==> src/rtl/mac_operand_feeder.sv <==
// Operand feeder for the multiply-accumulate unit: buffers multiplicand/multiplier
// pairs in a small FIFO, presents the head pair to the MAC and tracks vector boundaries.
module mac_operand_feeder #(
  parameter int DEPTH = 4,
  parameter int CNT_W = 8
) (
  input  logic                     feed_clk_i,
  input  logic                     feed_nreset_i,
  input  logic [4:0]               in_multiplicand_i,
  input  logic [4:0]               in_multiplier_i,
  input  logic                     in_last_i,
  input  logic                     in_valid_i,
  output logic                     in_ready_o,
  input  logic                     fetch_i,
  output logic [4:0]               feed_multiplicand_o,
  output logic [4:0]               feed_multiplier_o,
  output logic                     vec_done_o,
  output logic [CNT_W-1:0]         vec_len_o,
  output logic [$clog2(DEPTH):0]   fifo_count_o
);

  localparam int AW = $clog2(DEPTH);
  localparam logic [AW:0] FULL_COUNT = (AW+1)'(DEPTH);

  typedef enum logic [1:0] {
    IDLE,
    STREAM,
    FLUSH
  } state_t;

  state_t state;
  state_t state_next;

  logic [10:0]      mem [DEPTH];
  logic [AW-1:0]    wr_ptr;
  logic [AW-1:0]    rd_ptr;
  logic [AW:0]      count;
  logic [CNT_W-1:0] term_cnt;
  logic [10:0]      head;
  logic             empty;
  logic             full;
  logic             push;
  logic             pop;
  logic             head_last;

  assign head      = mem[rd_ptr];
  assign head_last = head[0];
  assign empty     = (count == '0);
  assign full      = (count == FULL_COUNT);
  assign push      = in_valid_i & in_ready_o;
  // A fetch on an empty FIFO is a no-op: the MAC sees the forced zero operands.
  assign pop       = fetch_i & ~empty;

  always_comb begin
    in_ready_o          = ~full && (state != FLUSH);
    feed_multiplicand_o = '0;
    feed_multiplier_o   = '0;
    if (!empty) begin
      feed_multiplicand_o = head[10:6];
      feed_multiplier_o   = head[5:1];
    end
  end

  assign fifo_count_o = count;

  always_ff @(posedge feed_clk_i) begin
    if (push) begin
      mem[wr_ptr] <= {in_multiplicand_i, in_multiplier_i, in_last_i};
    end
  end

  always_ff @(posedge feed_clk_i or negedge feed_nreset_i) begin
    if (!feed_nreset_i) begin
      wr_ptr <= '0;
      rd_ptr <= '0;
      count  <= '0;
    end else begin
      if (push) wr_ptr <= wr_ptr + 1'b1;
      if (pop)  rd_ptr <= rd_ptr + 1'b1;
      case ({push, pop})
        2'b10:   count <= count + 1'b1;
        2'b01:   count <= count - 1'b1;
        default: count <= count;
      endcase
    end
  end

  always_ff @(posedge feed_clk_i or negedge feed_nreset_i) begin
    if (!feed_nreset_i) begin
      state <= IDLE;
    end else begin
      state <= state_next;
    end
  end

  always_comb begin
    state_next = state;
    case (state)
      IDLE: begin
        if (push) state_next = in_last_i ? FLUSH : STREAM;
      end
      STREAM: begin
        if (push && in_last_i) state_next = FLUSH;
      end
      FLUSH: begin
        if (pop && head_last) state_next = IDLE;
      end
      default: state_next = IDLE;
    endcase
  end

  // Only one last-tagged entry can be buffered because FLUSH blocks pushes.
  always_ff @(posedge feed_clk_i or negedge feed_nreset_i) begin
    if (!feed_nreset_i) begin
      term_cnt   <= '0;
      vec_len_o  <= '0;
      vec_done_o <= 1'b0;
    end else begin
      vec_done_o <= pop & head_last;
      if (pop) begin
        if (head_last) begin
          vec_len_o <= term_cnt + 1'b1;
          term_cnt  <= '0;
        end else begin
          term_cnt  <= term_cnt + 1'b1;
        end
      end
    end
  end

endmodule

==> config.mk <==
export PLATFORM = sky130hd
export DESIGN_NAME = mac_operand_feeder
export DESIGN_NICKNAME = d
export VERILOG_FILES = /design/src/rtl/mac_operand_feeder.sv
export SDC_FILE = /design/constraint.sdc
export NUM_CORES = 1
export LEC_CHECK = 0
export BUFFER_PORTS_ARGS = -buffer_cell sky130_fd_sc_hd__buf_4
export CAP_MARGIN = 20
export CORE_MARGIN = 2
export CORE_UTILIZATION = 55
export CTS_CLUSTER_SIZE = 20
export DETAILED_ROUTE_END_ITERATION = 16
export PLACE_DENSITY = 0.76
export RECOVER_POWER = 50
export SLEW_MARGIN = 20
export SYNTH_ARGS = -nofsm -noshare
export SYNTH_HDL_FRONTEND = slang
export SYNTH_SLANG_ARGS = --single-unit
==> constraint.sdc <==
create_clock -name feed_clk_i -period 3 [get_ports feed_clk_i]
set_clock_uncertainty 0.2 [all_clocks]
set_input_delay 0.45 -clock feed_clk_i [delete_from_list [all_inputs] [get_ports feed_clk_i]]
set_output_delay 0.45 -clock feed_clk_i [all_outputs]
set_load 0.01 [all_outputs]
==> results of run 1 <==
through the flow:
stage | power, mW | hold slack, ps | worst slack, ps | util (%) | cells
floorplan | 2.16 | -45.6 | 764 | - | 186
CTS | 3.33 | 99.3 | 393 | 68.3 | 309
detailed placement | 2.60 | 177 | 649 | 64.3 | 292
finish | 3.27 | 174 | 439 | 66.6 | 309
global placement | 2.58 | 173 | 700 | 64.3 | 292
global route | 3.47 | 191 | 318 | 66.6 | 309
kinds of logic (layout without fill, tap and decap cells):
kind of cell | after synthesis | after routing
xor gates and xnor gates | 12 | 12
muxes | 15 | 15
buffers and inverters | 13 | 66
AOI/OAI and AO/OA | 22 | 22
and+or+nand+nor | 47 | 47
DFF | 70 | 70
adders and majority gates | 7 | 7
worst reg2reg max path, stage by stage, from the launching register on:
cell and delay [ps]:
dfrtp_1 450, o311ai_2 540, ha_1 290, inv_1 60, fa_1 370, xor2_1 150
nor2_1 110, xnor2_1 140
metal layers:
| metal | share of wire (%) | vias to the layer above | track usage (%) |
|---|---|---|---|
| met1 | 45 | 797 | 25.8 |
| li1 | - | 781 | - |
| met5 | 0 | - | 0 |
| met3 | 6.5 | 10 | 4.35 |
| met2 | 47 | 48 | 28.0 |
| met4 | 1.6 | 0 | 9.27 |
cells in the final DEF, fill, tap and decap left out, types with 2 or more instances in the layout:
cell	synthesis	layout
nor2b_1	11	11
mux4_2	11	11
mux2_2	2	2
edfxtp_1	44	44
clkbuf_1	1	24
nor3_1	2	2
nor2_1	3	3
ha_1	6	6
inv_1	8	8
dfrtp_1	26	26
nand2_1	16	16
buf_4	1	18
mux2i_1	2	2
nand2b_1	2	2
o31ai_1	2	2
clkbuf_8	0	9
and3_1	5	5
a21o_1	2	2
clkinvlp_4	0	2
nand3_1	3	3
o21ai_0	15	15
xnor2_1	7	7
xor2_1	5	5
what timing repair did:
action | in CTS | in global routing
endpoints found under the setup margin | 0 | 0
hold buffers | 1 | 0
endpoints found under the hold margin | 26 | 0
power breakdown:
| part | internal (mW) | total, mW | switching [mW] |
|---|---|---|---|
| clock network | 0.386 | 0.726 | 0.341 |
| registers | 1.26 | 1.42 | 0.162 |
| logic | 0.569 | 1.12 | 0.546 |
| total | 2.22 | 3.27 | 1.05 |
cell type report:
| type | instances | area (µm²) |
|---|---|---|
| clock inverter | 5 | 58.8 |
| tap | 70 | 87.6 |
| fill | 401 | 1700 |
| clock buffer | 11 | 131 |
| multi-input combinational | 103 | 892 |
| timing repair buffer | 41 | 228 |
| inverter | 9 | 33.8 |
| sequential | 70 | 1970 |
state kept, by name (all words and copies together), names as in the netlist:
register	count
vec_len_o	8
state	2
wr_ptr	2
term_cnt	8
vec_done_o	1
fifo_count_o	3
rd_ptr	2
mem	44
worst paths after layout:
path	start	endpoint	slack, ps	depth (start not counted)
setup / recovery	rd_ptr[0]	feed_multiplicand_o[3]	440	4
hold / removal	in_multiplicand_i[0]	mem[2][6]	170	1
hold reg to reg	state[1]	state[0]	280	1
setup reg to reg	fifo_count_o[0]	fifo_count_o[2]	600	7
min in group asynchronous	feed_nreset_i	vec_len_o[5]	760	2
max in group asynchronous	feed_nreset_i	term_cnt[1]	1020	2
==> results.json, run 1 <==
{
  "status": "finished clean",
  "fin_tns_setup_ps": 0,
  "drc": 0,
  "finalHoldViolations": 0,
  "yosys.area.top_type": "edfxtp_1",
  "dr.pass1.iters": 4,
  "vias": 1636,
  "async_flop_share_pct": 37.1,
  "grt_pass1_wl_mm": 8.38,
  "diodes": 0,
  "grt_max_degree": 27,
  "peakVddDrop_v": 0.000582,
  "io-pin-count": 38,
  "syn-cell-area_um2": 2930,
  "setup_viol": 0,
  "worst_slew_pin_slew_ps": 1380,
  "finalWirelength_mm": 4.79,
  "critPathLaunchType": "flop",
  "post_cts_buffers": 0,
  "ys_types": 33,
  "first_iter_violations": 110,
  "syn_avg_cell_area_um2": 15.7,
  "path_class": "flop to output pin",
  "synth_area_leaders": "edfxtp_1, dfrtp_1, mux4_2, ha_1, o21ai_0",
  "synth_fp_nets": 208,
  "clockBufferDepth": 2,
  "place_congestion": 0.770,
  "slew_viol_final": 0,
  "fmax_mhz": 390,
  "hpwl_mm": 3.18,
  "clk_pin_slew_ps": 70,
  "synth_fa_ha_area_share_pct": 3.25,
  "vias_per_cell": 5.29,
  "post_cts_resized": 0,
  "synthMuxAreaShare_pct": 9.92,
  "die_y_um": 76.9,
  "antenna_found_initial": 0,
  "critPathSlowestCell": "dfrtp_1",
  "fin_nets": 256,
  "maxSlewHeadroom_pct": 7.72,
  "synth_top_family_by_area": "multiplexers",
  "synth_most_common_cell": "edfxtp_1",
  "layout-drive-gt1-share_pct": 21.8,
  "ant_nets": 0,
  "worstPathArrival_ps": 1910,
  "synth_top_area_share_pct": 45.2,
  "rows": 26,
  "crit_buf_inv": 2,
  "grt_setup_unrepaired": "false",
  "grt_overflow": 0,
  "power.density_nw_per_um2": 959,
  "synthSimpleGateAreaFrac_pct": 8.98,
  "final_cell_area_um2": 3400,
  "cp_slowest_stage_delay_ps": 580,
  "cp.required_ps": 2350,
  "track_usage_pct": 18.6,
  "synth-xor-area-share_pct": 3.59,
  "cts.htree.levels": 3,
  "power.leakage_nw": 1.32,
  "yosysSeqAreaShare_pct": 67.4,
  "grt_pass1_vias": 1732,
  "die_area_um2": 5920,
  "ys.warnings.count": 0,
  "root_buffer": "clkbuf_8",
  "hold_class": "input port to flop",
  "routedWlPerCell_um": 15.5,
  "insertion_delay_ps": 340,
  "portBuffers": 37,
  "synth_edf_count": 44,
  "finalCritPeriodShare_pct": 85.4,
  "netlist_instances": 186,
  "cts_num_sinks": 70,
  "die_x_um": 76.9,
  "path_max_fanout": 8,
  "end_kind": "output pin",
  "cts_tree": "done",
  "cp_common_cell": "buf_4",
  "drv_cap": 0,
  "core_um2": 5110,
  "yosys_most_used_dff": "edfxtp_1",
  "netlist_top_cells_count": "edfxtp_1, dfrtp_1, nand2_1",
  "path_cells": "buf_4 > mux4_2 > nor2b_1 > buf_4",
  "synth-seq-cells": 70,
  "floorplan.initialDensity_pct": 57.3,
  "cpLargestDelayFamily": "flip-flops",
  "cts_buffers": 9,
  "placed_area_um2": 3290,
  "syn_to_final_growth_pct": 16.3,
  "synth_compound_area_share_pct": 4.75,
  "fin_crit_ps": 2560
}
(Power assumes the default switching activity.)
==> inputs of run 2 (changes only) <==
--- a/config.mk
+++ b/config.mk
@@ -11,7 +11,7 @@
 export CORE_UTILIZATION = 55
 export CTS_CLUSTER_SIZE = 20
 export DETAILED_ROUTE_END_ITERATION = 16
-export PLACE_DENSITY = 0.76
+export PLACE_DENSITY = 0.74
 export RECOVER_POWER = 50
 export SLEW_MARGIN = 20
 export SYNTH_ARGS = -nofsm -noshare
==> run 2 against run 1 <==
Via count up 1.4%. Critical endpoint is now feed_multiplicand_o[4]. Total power down 0.21%. Cell area down 0.26%. Critical path type unchanged.
==> results.json, run 2 (synthesized netlist as in run 1, its figures left out) <==
{
  "antenna_found_initial": 0,
  "setup_viol": 0,
  "layout-drive-gt1-share_pct": 21.4,
  "power.density_nw_per_um2": 960,
  "die_y_um": 76.9,
  "floorplan.initialDensity_pct": 57.3,
  "die_x_um": 76.9,
  "diodes": 0,
  "first_iter_violations": 89,
  "vias": 1659,
  "largest-register": "mem",
  "final_cell_area_um2": 3390,
  "post_cts_resized": 0,
  "hold_class": "input port to flop",
  "insertion_delay_ps": 330,
  "drv_cap": 0,
  "cts_hold_buffers": 1,
  "final_cell_mix": "edfxtp_1, dfrtp_1, clkbuf_1",
  "largest_reg_flops": 44,
  "syn_to_final_growth_pct": 16.0,
  "fmax_mhz": 384,
  "grt_pass1_wl_mm": 8.58,
  "placed_area_um2": 3280,
  "grt_max_degree": 27,
  "slew_viol_final": 0,
  "io-pin-count": 38,
  "core_um2": 5110,
  "finalHoldViolations": 0,
  "layout_commonest_cell": "edfxtp_1",
  "top_regs": "mem: 44 flops, term_cnt: 8 flops, vec_len_o: 8 flops",
  "grt_pass1_vias": 1749,
  "ant_nets": 0,
  "finalCritPeriodShare_pct": 86.9,
  "portBuffers": 37,
  "cp.required_ps": 2350,
  "fin_tns_setup_ps": 0,
  "clockBufferDepth": 2,
  "cts.htree.levels": 3,
  "peakVddDrop_v": 0.000561,
  "finalWirelength_mm": 4.99,
  "fin_nets": 255,
  "end_kind": "output pin",
  "dr.pass1.iters": 4,
  "cts_buffers": 9,
  "post_cts_buffers": 0,
  "maxSlewHeadroom_pct": 7.58,
  "cts_num_sinks": 70,
  "grt_overflow": 0,
  "rows": 26,
  "root_buffer": "clkbuf_8",
  "worstPathArrival_ps": 1960,
  "track_usage_pct": 19.2,
  "drc": 0,
  "place_congestion": 0.842,
  "fin_crit_ps": 2610,
  "hpwl_mm": 3.36,
  "path_max_fanout": 9,
  "routedWlPerCell_um": 16.2,
  "clk_pin_slew_ps": 70,
  "vias_per_cell": 5.39,
  "die_area_um2": 5920,
  "cts_tree": "done",
  "worst_slew_pin_slew_ps": 1390,
  "critPathLaunchType": "flop",
  "path_class": "flop to output pin",
  "grt_setup_unrepaired": "false",
  "status": "finished clean",
  "power.leakage_nw": 1.32
}
-- run 2: cell count changes in the layout (fill, tap and decap cells not counted) --
cell	delta
clkinv_4	+2
inv_6	-1
clkbuf_1	-2
clkinv_1	+2
clkinv_2	+1
buf_4	-1
clkinvlp_4	-2
-- run 2: where the power goes --
part           leakage, nW  internal (mW)  switching (mW)
sequential           0.739           1.26           0.163
combinational        0.484          0.564           0.557
clock               0.0980          0.378           0.335
total                 1.32           2.20            1.05
-- run 2: path summary, 6_finish.rpt --
path	from	end	slack [ps]	cells after the start
worst max-delay path	rd_ptr[0]	feed_multiplicand_o[4]	390	4
worst max register to register	fifo_count_o[0]	fifo_count_o[2]	580	7
min in group asynchronous	feed_nreset_i	term_cnt[1]	770	2
max in group asynchronous	feed_nreset_i	term_cnt[3]	1020	2
worst min-delay path	in_multiplier_i[0]	mem[2][1]	170	1
worst min register to register	state[1]	state[0]	260	1
-- run 2: worst max-delay path, stage by stage, from the launching register on --
cell	delay, ps
dfrtp_1	510
buf_4	280
mux4_2	530
nor2b_1	160
buf_4	140
-- run 2: layer usage --
layer	share of wire [%]	global-route usage, %	up-vias
li1	-	-	778
met4	1.3	7.45	0
met5	0	0	-
met1	43	24.8	833
met3	3.8	5.06	8
met2	51	31.3	40
-- run 2: through the flow --
stage	std cells	hold slack, ps	util, %	worst slack, ps	total power, mW
after global placement	291	168	64.2	731	2.56
after floorplan	186	-45.6	-	764	2.16
after global routing	308	178	66.5	272	3.46
after detailed placement	291	180	64.2	580	2.62
final	308	174	66.5	393	3.26
after CTS	308	95.3	68.1	321	3.34
-- run 2: layout make-up --
| class | count | area (µm²) |
|---|---|---|
| multi-input combinational | 103 | 892 |
| timing repair buffer | 40 | 220 |
| fill | 380 | 1710 |
| clock inverter | 7 | 65.1 |
| clock buffer | 9 | 124 |
| sequential | 70 | 1970 |
| inverter | 9 | 33.8 |
| tap | 70 | 87.6 |
